### config.mk
export PLATFORM = sky130hd
export DESIGN_NAME = uart_rx
export DESIGN_NICKNAME = d
export VERILOG_FILES = /design/src/rtl/uart_rx_pkg.sv /design/src/rtl/uart_baud_counter.sv /design/src/rtl/uart_rx.sv
export SDC_FILE = /design/constraint.sdc
export NUM_CORES = 1
export LEC_CHECK = 0
export CORE_ASPECT_RATIO = 0.9
export CORE_MARGIN = 2
export CORE_UTILIZATION = 51
export CTS_CLUSTER_DIAMETER = 80
export DETAILED_ROUTE_END_ITERATION = 6
export PLACE_DENSITY_LB_ADDON = 0.08
export SLEW_MARGIN = 20
export SYNTH_ARGS = -nofsm -noshare
export SYNTH_HDL_FRONTEND = slang
export SYNTH_HIERARCHICAL = 1
export SYNTH_SLANG_ARGS = --single-unit
### constraint.sdc
create_clock -name clk -period 2.1 [get_ports clk]
set_input_delay 0.42 -clock clk [delete_from_list [all_inputs] [get_ports clk]]
set_output_delay 0.42 -clock clk [all_outputs]
set_load 0.01 [all_outputs]
### src/rtl/uart_rx_pkg.sv
// Shared types and timing helpers for the UART receiver.
package uart_rx_pkg;

   // Receiver FSM states.
   typedef enum logic [2:0] {
      Idle,
      Start,
      Data,
      Stop,
      Break
   } rx_state_e;

   // Clock cycles per bit, rounded to nearest.
   function automatic int unsigned calc_bit_cycles(input int unsigned clk_freq,
                                                   input int unsigned baud);
      return (clk_freq + baud / 2) / baud;
   endfunction

   // Clock cycles per half bit.
   function automatic int unsigned calc_half_cycles(input int unsigned clk_freq,
                                                    input int unsigned baud);
      return calc_bit_cycles(clk_freq, baud) / 2;
   endfunction

endpackage

### src/rtl/uart_baud_counter.sv
// Bit-period counter: counts 0..BIT_CYCLES-1 and flags the half and full points.
module uart_baud_counter #(
   parameter int unsigned BIT_CYCLES  = 434,
   parameter int unsigned HALF_CYCLES = 217
) (
   input  logic clk,
   input  logic reset_n,
   input  logic restart,
   output logic half_tick,
   output logic full_tick
);

   localparam int unsigned CW = (BIT_CYCLES > 1) ? $clog2(BIT_CYCLES) : 1;

   logic [CW-1:0] count;

   assign half_tick = (count == CW'(HALF_CYCLES - 1));
   assign full_tick = (count == CW'(BIT_CYCLES - 1));

   // Free-running period counter, held at zero while restart is high.
   always_ff @(posedge clk or negedge reset_n) begin
      if (!reset_n) begin
         count <= '0;
      end else if (restart || full_tick) begin
         count <= '0;
      end else begin
         count <= count + CW'(1);
      end
   end

endmodule

### src/rtl/uart_rx.sv
// UART receiver, 8N1 by default: mid-bit sampling, valid strobe and framing-error strobe.
module uart_rx
   import uart_rx_pkg::*;
#(
   parameter int unsigned CLK_FREQ  = 50000000,
   parameter int unsigned BAUD      = 115200,
   parameter int unsigned DATA_BITS = 8
) (
   input  logic                 clk,
   input  logic                 reset_n,
   input  logic                 rx,
   output logic [DATA_BITS-1:0] data,
   output logic                 send,
   output logic                 fe
);

   localparam int unsigned BIT_CYCLES  = calc_bit_cycles(CLK_FREQ, BAUD);
   localparam int unsigned HALF_CYCLES = calc_half_cycles(CLK_FREQ, BAUD);
   localparam int unsigned IW          = (DATA_BITS > 1) ? $clog2(DATA_BITS) : 1;

   rx_state_e            state_q;
   logic                 rx_meta;
   logic                 rx_s;
   logic [DATA_BITS-1:0] shreg;
   logic [IW-1:0]        bit_idx;
   logic                 restart;
   logic                 half_tick;
   logic                 full_tick;

   // Counter is parked at zero while waiting for a start edge or for a break to end,
   // and realigned once the start bit is validated so data samples land mid-bit.
   assign restart = (state_q == Idle) || (state_q == Break) ||
                    ((state_q == Start) && half_tick);

   uart_baud_counter #(
      .BIT_CYCLES  (BIT_CYCLES),
      .HALF_CYCLES (HALF_CYCLES)
   ) u_baud_counter (
      .clk       (clk),
      .reset_n   (reset_n),
      .restart   (restart),
      .half_tick (half_tick),
      .full_tick (full_tick)
   );

   // Two-flop synchroniser, reset to the idle (high) line level.
   always_ff @(posedge clk or negedge reset_n) begin
      if (!reset_n) begin
         rx_meta <= 1'b1;
         rx_s    <= 1'b1;
      end else begin
         rx_meta <= rx;
         rx_s    <= rx_meta;
      end
   end

   // Receive FSM with shift register and registered strobes.
   always_ff @(posedge clk or negedge reset_n) begin
      if (!reset_n) begin
         state_q <= Idle;
         data    <= '0;
         send    <= 1'b0;
         fe      <= 1'b0;
         shreg   <= '0;
         bit_idx <= '0;
      end else begin
         send <= 1'b0;
         fe   <= 1'b0;
         unique case (state_q)
            Idle: begin
               if (!rx_s) begin
                  state_q <= Start;
               end
            end
            Start: begin
               if (half_tick) begin
                  if (!rx_s) begin
                     state_q <= Data;
                     bit_idx <= '0;
                  end else begin
                     // Line went high again before mid start bit: glitch.
                     state_q <= Idle;
                  end
               end
            end
            Data: begin
               if (full_tick) begin
                  shreg <= {rx_s, shreg[DATA_BITS-1:1]};
                  if (bit_idx == IW'(DATA_BITS - 1)) begin
                     state_q <= Stop;
                  end else begin
                     bit_idx <= bit_idx + IW'(1);
                  end
               end
            end
            Stop: begin
               if (full_tick) begin
                  if (rx_s) begin
                     data    <= shreg;
                     send    <= 1'b1;
                     state_q <= Idle;
                  end else begin
                     fe      <= 1'b1;
                     state_q <= Break;
                  end
               end
            end
            Break: begin
               // A held-low line reports one framing error, then waits for idle.
               if (rx_s) begin
                  state_q <= Idle;
               end
            end
            default: state_q <= Idle;
         endcase
      end
   end

endmodule

* Word level (Yosys, flattened, before mapping)
Index checks and enable logic that the tools add are counted. W data, S select, Z words.
Storage, ports and cells: register bits after elaboration 35, bits of input ports 3, logic and storage cells 57
Cells by class: add/sub/neg operators 2, equal/unequal tests 15, muxes and demuxes 21, reduce and logical (&&, ||, !) cells 10
Operators by type and width (number):
- $mux W3 | 11
- $pmux W3 S5 | 1
- $ne A2 B2 Y1 const B | 6
- $add A9 B1 Y9 const B | 1
- $eq A9 B8 Y1 const B | 1
- $eq A9 B9 Y1 const B | 1
- $mux W9 | 1
- $eq A3 B2 Y1 const B | 2
- $eq A3 B3 Y1 const B | 2
- $mux W1 | 6
- $pmux W3 S2 | 1
- $reduce_and A6 Y1 | 1
- $reduce_and A5 Y1 | 1
- $ne A2 B1 Y1 const B | 2
- $add A3 B1 Y3 const B | 1
- $eq A3 B1 Y1 const B | 1
- $logic_not A3 Y1 | 1
- $logic_or A1 B1 Y1 | 3
- $reduce_and A3 Y1 | 1
- $mux W2 | 1
- $reduce_and A2 Y1 | 1
- $reduce_bool A2 Y1 | 1
- $logic_and A1 B1 Y1 | 1

* Logic depth before layout (Yosys ltp)
Gate-level depths: netlist of run 1.
depth after elaboration 5, mapped depth 9, mapped depth without buffers 9

* Modules after synthesis
The synthesis of run 1 kept the hierarchy.
Modules (own cells, without submodules):
- uart_rx | times used 1, cells each 71, area an instance 1096.1 sq um, sequential area each 653.1 sq um
- uart_baud_counter | times used 1, cells each 49, area an instance 503.0 sq um, sequential area each 225.2 sq um

* Worst setup path after synthesis of run 1
OpenSTA, ideal clock, no wires.
path type register to register, from reg u_baud_counter.count[2], to reg data[0], library setup time 125 ps, data arrival time 2000 ps, data required time 1975 ps, setup slack -25 ps, cell stages (with the launch flop) 7, path buffers 1, path through dfrtp_1 -> nand4b_4 -> nor4_1 -> nand4b_2 -> or2_1 -> buf_6 -> mux2_4
On the way: longest elaborated chain between the ends 2
RTL lines:
- start, declared | line uart_baud_counter.sv:15 | logic [CW-1:0] count;
- start signal, assigned | line uart_baud_counter.sv:27 | count <= count + CW'(1);
- $eq A9 B9 Y1 | line uart_baud_counter.sv:18 | assign full_tick = (count == CW'(BIT_CYCLES - 1));
- net full_tick | line uart_rx.sv:28 | logic full_tick;
- $reduce_and A3 Y1 (no line)
- end signal, assigned | line uart_rx.sv:99 | data <= shreg;
- end, declared | line uart_rx.sv:12 | output logic [DATA_BITS-1:0] data,
The timed path passes the listed nets, and every way through them passes these cells. A chain may end at the register's enable or synchronous reset.

* Worst setup path after layout of run 1
from reg u_baud_counter.count[0], to reg bit_idx[0]
On the way: longest elaborated chain between the ends 3, elaborated cells on any way between the ends 5, those cells by class eq/ne (4); reduce/logical (1)
RTL lines:
- $eq A9 B8 Y1 | line uart_baud_counter.sv:17 | assign half_tick = (count == CW'(HALF_CYCLES - 1));
- net half_tick | line uart_rx.sv:27 | logic half_tick;
- $ne A2 B2 Y1 (no line)
- $reduce_and A5 Y1 (no line)
- end signal, assigned | line uart_rx.sv:92 | bit_idx <= bit_idx + IW'(1);
- end, declared | line uart_rx.sv:25 | logic [IW-1:0] bit_idx;
The timed path passes the listed nets, and every way through them passes these cells.

==> results of run 1 <==
-- synthesized netlist by cell type (2+ instances only) --
master / count / area share (%)
buf_4: 2 / 0.94
mux2_1: 8 / 5.6
inv_1: 6 / 1.4
dfrtp_1: 33 / 52
a21oi_1: 7 / 2.2
nor2_1: 9 / 2.1
nand3_1: 3 / 0.94
nand2_1: 6 / 1.4
dfstp_2: 2 / 3.3
or3_1: 4 / 1.6
a22o_1: 2 / 1.1
nor4bb_1: 3 / 1.9
o21ai_0: 4 / 1.3
mux2_4: 8 / 7.5
ha_1: 5 / 3.9
xor2_1: 2 / 1.1
-- routing by layer --
layer  vias to the layer above  GRT usage (%)
met4                         0           4.76
met3                         4           7.30
met5                         -              0
li1                        475              -
met1                       472           21.0
met2                        13           22.8
-- critical path: cells and delay by family (launching register included) --
kind	cells	cell delay, ps
buffers and inverters	1	80
muxes	1	290
AOI/OAI and AO/OA	1	110
and+or+nand+nor	3	820
DFF	1	430
adders and majority gates	1	160
-- report_power, final --
group | switching, mW | internal [mW]
logic | 0.0129 | 0.00518
clock network | 0.220 | 0.372
registers | 0.00171 | 0.677
total | 0.235 | 1.05
-- sequential cells by signal, summed over array words and instances, names as in the netlist --
signal                flops
u_baud_counter/count      9
bit_idx                   3
fe                        1
state_q                   3
rx_meta                   1
rx_s                      1
send                      1
shreg                     8
data                      8
-- per-stage QoR --
stage	TNS, ps	setup slack [ps]	area, um^2
6_report	0	99.8	1960
5_1_grt	-64.9	-64.9	1960
4_1_cts	0	28.8	1920
3_5_place_dp	-38.3	-38.3	1810
3_3_place_gp	0	5.47	1810
2_1_floorplan	0	147	1610
-- path summary, 6_finish.rpt --
kind,from,end,slack (ps),cells after the start
worst min-delay path,rx_meta,rx_s,360,0
min in group asynchronous,reset_n,send,480,2
worst min register to register,rx_meta,rx_s,360,0
worst max register to register,u_baud_counter/count[0],bit_idx[0],100,7
worst max-delay path,u_baud_counter/count[0],bit_idx[0],100,7
max in group asynchronous,reset_n,rx_meta,1280,2
-- logic make-up (layout without fill, tap and decap cells) --
family / after synthesis / after routing / share of synthesized area (%)
muxes: 18 / 18 / 15.5
and+or+nand+nor: 34 / 34 / 13.9
adders and majority gates: 5 / 5 / 3.91
DFF: 35 / 35 / 54.9
AOI/OAI and AO/OA: 15 / 15 / 6.73
buffers and inverters: 10 / 35 / 3.36
xor gates and xnor gates: 3 / 3 / 1.64
-- layout make-up --
| type | count | area [um^2] |
|---|---|---|
| Sequential cell | 35 | 880 |
| Tap cell | 42 | 52.6 |
| Clock buffer | 6 | 41.3 |
| Fill cell | 223 | 1050 |
| Clock inverter | 2 | 60.1 |
| Inverter | 6 | 22.5 |
| Multi-Input combinational cell | 75 | 721 |
| Timing Repair Buffer | 21 | 188 |
-- repair_timing --
item / 4_1_cts / 5_1_grt
pin swaps: 0 / 1
resized for setup: 1 / 8
endpoints found under the setup margin: 1 / 11
buffers inserted: 0 / 0
hold buffers: 0 / 0
==> summary.md, run 1 <==
| Metric | Value |
|---|---|
| Worst skew pair latency | `340 ps` |
| Synth Warn # | `6` |
| Port Buffers | `12` |
| Io pins | `13` |
| # rows | `19` |
| Post-synth EDFFs | `0` |
| CP max stage delay | `430 ps` |
| Antenna cells | `0` |
| All-Layer GR Usage | `15.6%` |
| Most common cell after layout, fill and taps aside | `dfrtp_1` |
| Post-Syn Instances | `120` |
| Most frequent cells in the layout | `dfrtp_1 (32), clkdlybuf4s50_1 (12), nor2_1 (9), buf_4 (9)` |
| DRT Wirelength | `2420 um` |
| Max Used Layer | `met4` |
| Synth unique cells | `32` |
| Layout cell share with drive strength beyond 1 | `25.5%` |
| Worst setup SP type | `register` |
| Synth Cell Area | `1600 um^2` |
| Grt ovf | `0` |
| P_leak | `0.954 nW` |
| Post-DRT Antenna Nets | `0` |
| Top FF cell, synth | `dfrtp_1` |
| Period utilisation layout | `95.2%` |
| Relative slew slack | `61.2%` |
| Via-to-Cell Ratio | `5.16` |
| Final Hold Viols | `0` |
| Via count | `964` |
| Fmax | `500 MHz` |
| Maxcap violations | `0` |
| Avg Cell Area, Syn | `13.3 um^2` |
| Worst Hold Class | `reg -> reg` |
| Initial cell density of the core | `53.0%` |
| Total design power | `1.29 mW` |
| Bufs on Longest Clock Path | `2` |
| DR WL/cell | `12.9 um` |
| Vias in the first global route | `920` |
| Final Skew | `7.32 ps` |
| Slew Viols, Final | `0` |
| Root buffer cell | `clkbuf_4` |
| Peak supply drop | `0.700 mV` |
| Mapped Nets | `128` |
| Initial antenna violation count | `0` |
| Critical-path cell list | `inv_1 > ha_1 > nor4bb_4 > nor4bb_4 > and4bb_2 > o21bai_1 > mux2_2` |
| Number of CTS-inserted buffers | `5` |
| Arr. time, crit path | `2230 ps` |
| Tmin final | `2000 ps` |
| Area growth syn-to-layout | `22.8%` |
| Clock slew seen by the registers of the worst setup and hold paths | `100 ps` |
| Core area | `3020 um^2` |
| CTS H-tree depth | `2` |
| RSZ-0062 raised after global routing | `yes` |
| First drt pass iteration count | `4` |
| Nets@finish | `152` |
| Slew @ Worst Pin | `580 ps` |
| Die Span Y | `57.1 um` |
| Asr flop ratio synth | `100%` |
| Dpl cells | `179` |
| First-pass GRT wire length | `4190 um` |
| Largest net degree at the start of global routing | `36` |
| Initial drt markers | `43` |
| Crit path max fanout | `5` |
| CP required | `2330 ps` |
| Kind of critical path | `reg -> reg` |
| DRC viols | `0` |
| Crit end category | `register` |
| Run status | `complete, no violations` |
| Critical path's slowest cell | `dfrtp_1` |
| Die area | `3600 um^2` |
| Die width | `63.0 um` |
| Pwr dens | `656 nW/um^2` |
| DP HPWL | `1640 um` |
| Gpl congestion | `0.792` |
| Clk sinks | `35` |
| DR WL met3 | `98 um` |
| Final core utilization | `65.1%` |
| Met1 WL | `1240 um` |
| WL met2 | `1050 um` |
| Yosys reg bits | `35` |
| Hold WS | `361 ps` |
| CTS tree | `yes` |
| Post-route insts no fill | `187` |
| Setup violators final | `0` |
| Seq/Total Area, Yosys | `54.9%` |
| Most used cell, CP | `nor4bb_4` |
Note: power is estimated with default switching activity, not from simulation.
==> run 2, diff against run 1 <==
--- a/config.mk
+++ b/config.mk
@@ -10,6 +10,7 @@
 export CORE_UTILIZATION = 51
 export CTS_CLUSTER_DIAMETER = 80
 export DETAILED_ROUTE_END_ITERATION = 6
+export HOLD_SLACK_MARGIN = 0.03
 export PLACE_DENSITY_LB_ADDON = 0.08
 export SLEW_MARGIN = 20
 export SYNTH_ARGS = -nofsm -noshare
==> results of run 2 <==
Final layout, timing and power as in run 1 (identical DEF).
==> run 3, diff against run 2 <==
--- a/config.mk
+++ b/config.mk
@@ -17,3 +17,4 @@
 export SYNTH_HDL_FRONTEND = slang
 export SYNTH_HIERARCHICAL = 1
 export SYNTH_SLANG_ARGS = --single-unit
+export TNS_END_PERCENT = 30
==> results of run 3 <==
Final layout, timing and power as in run 1 (identical DEF).
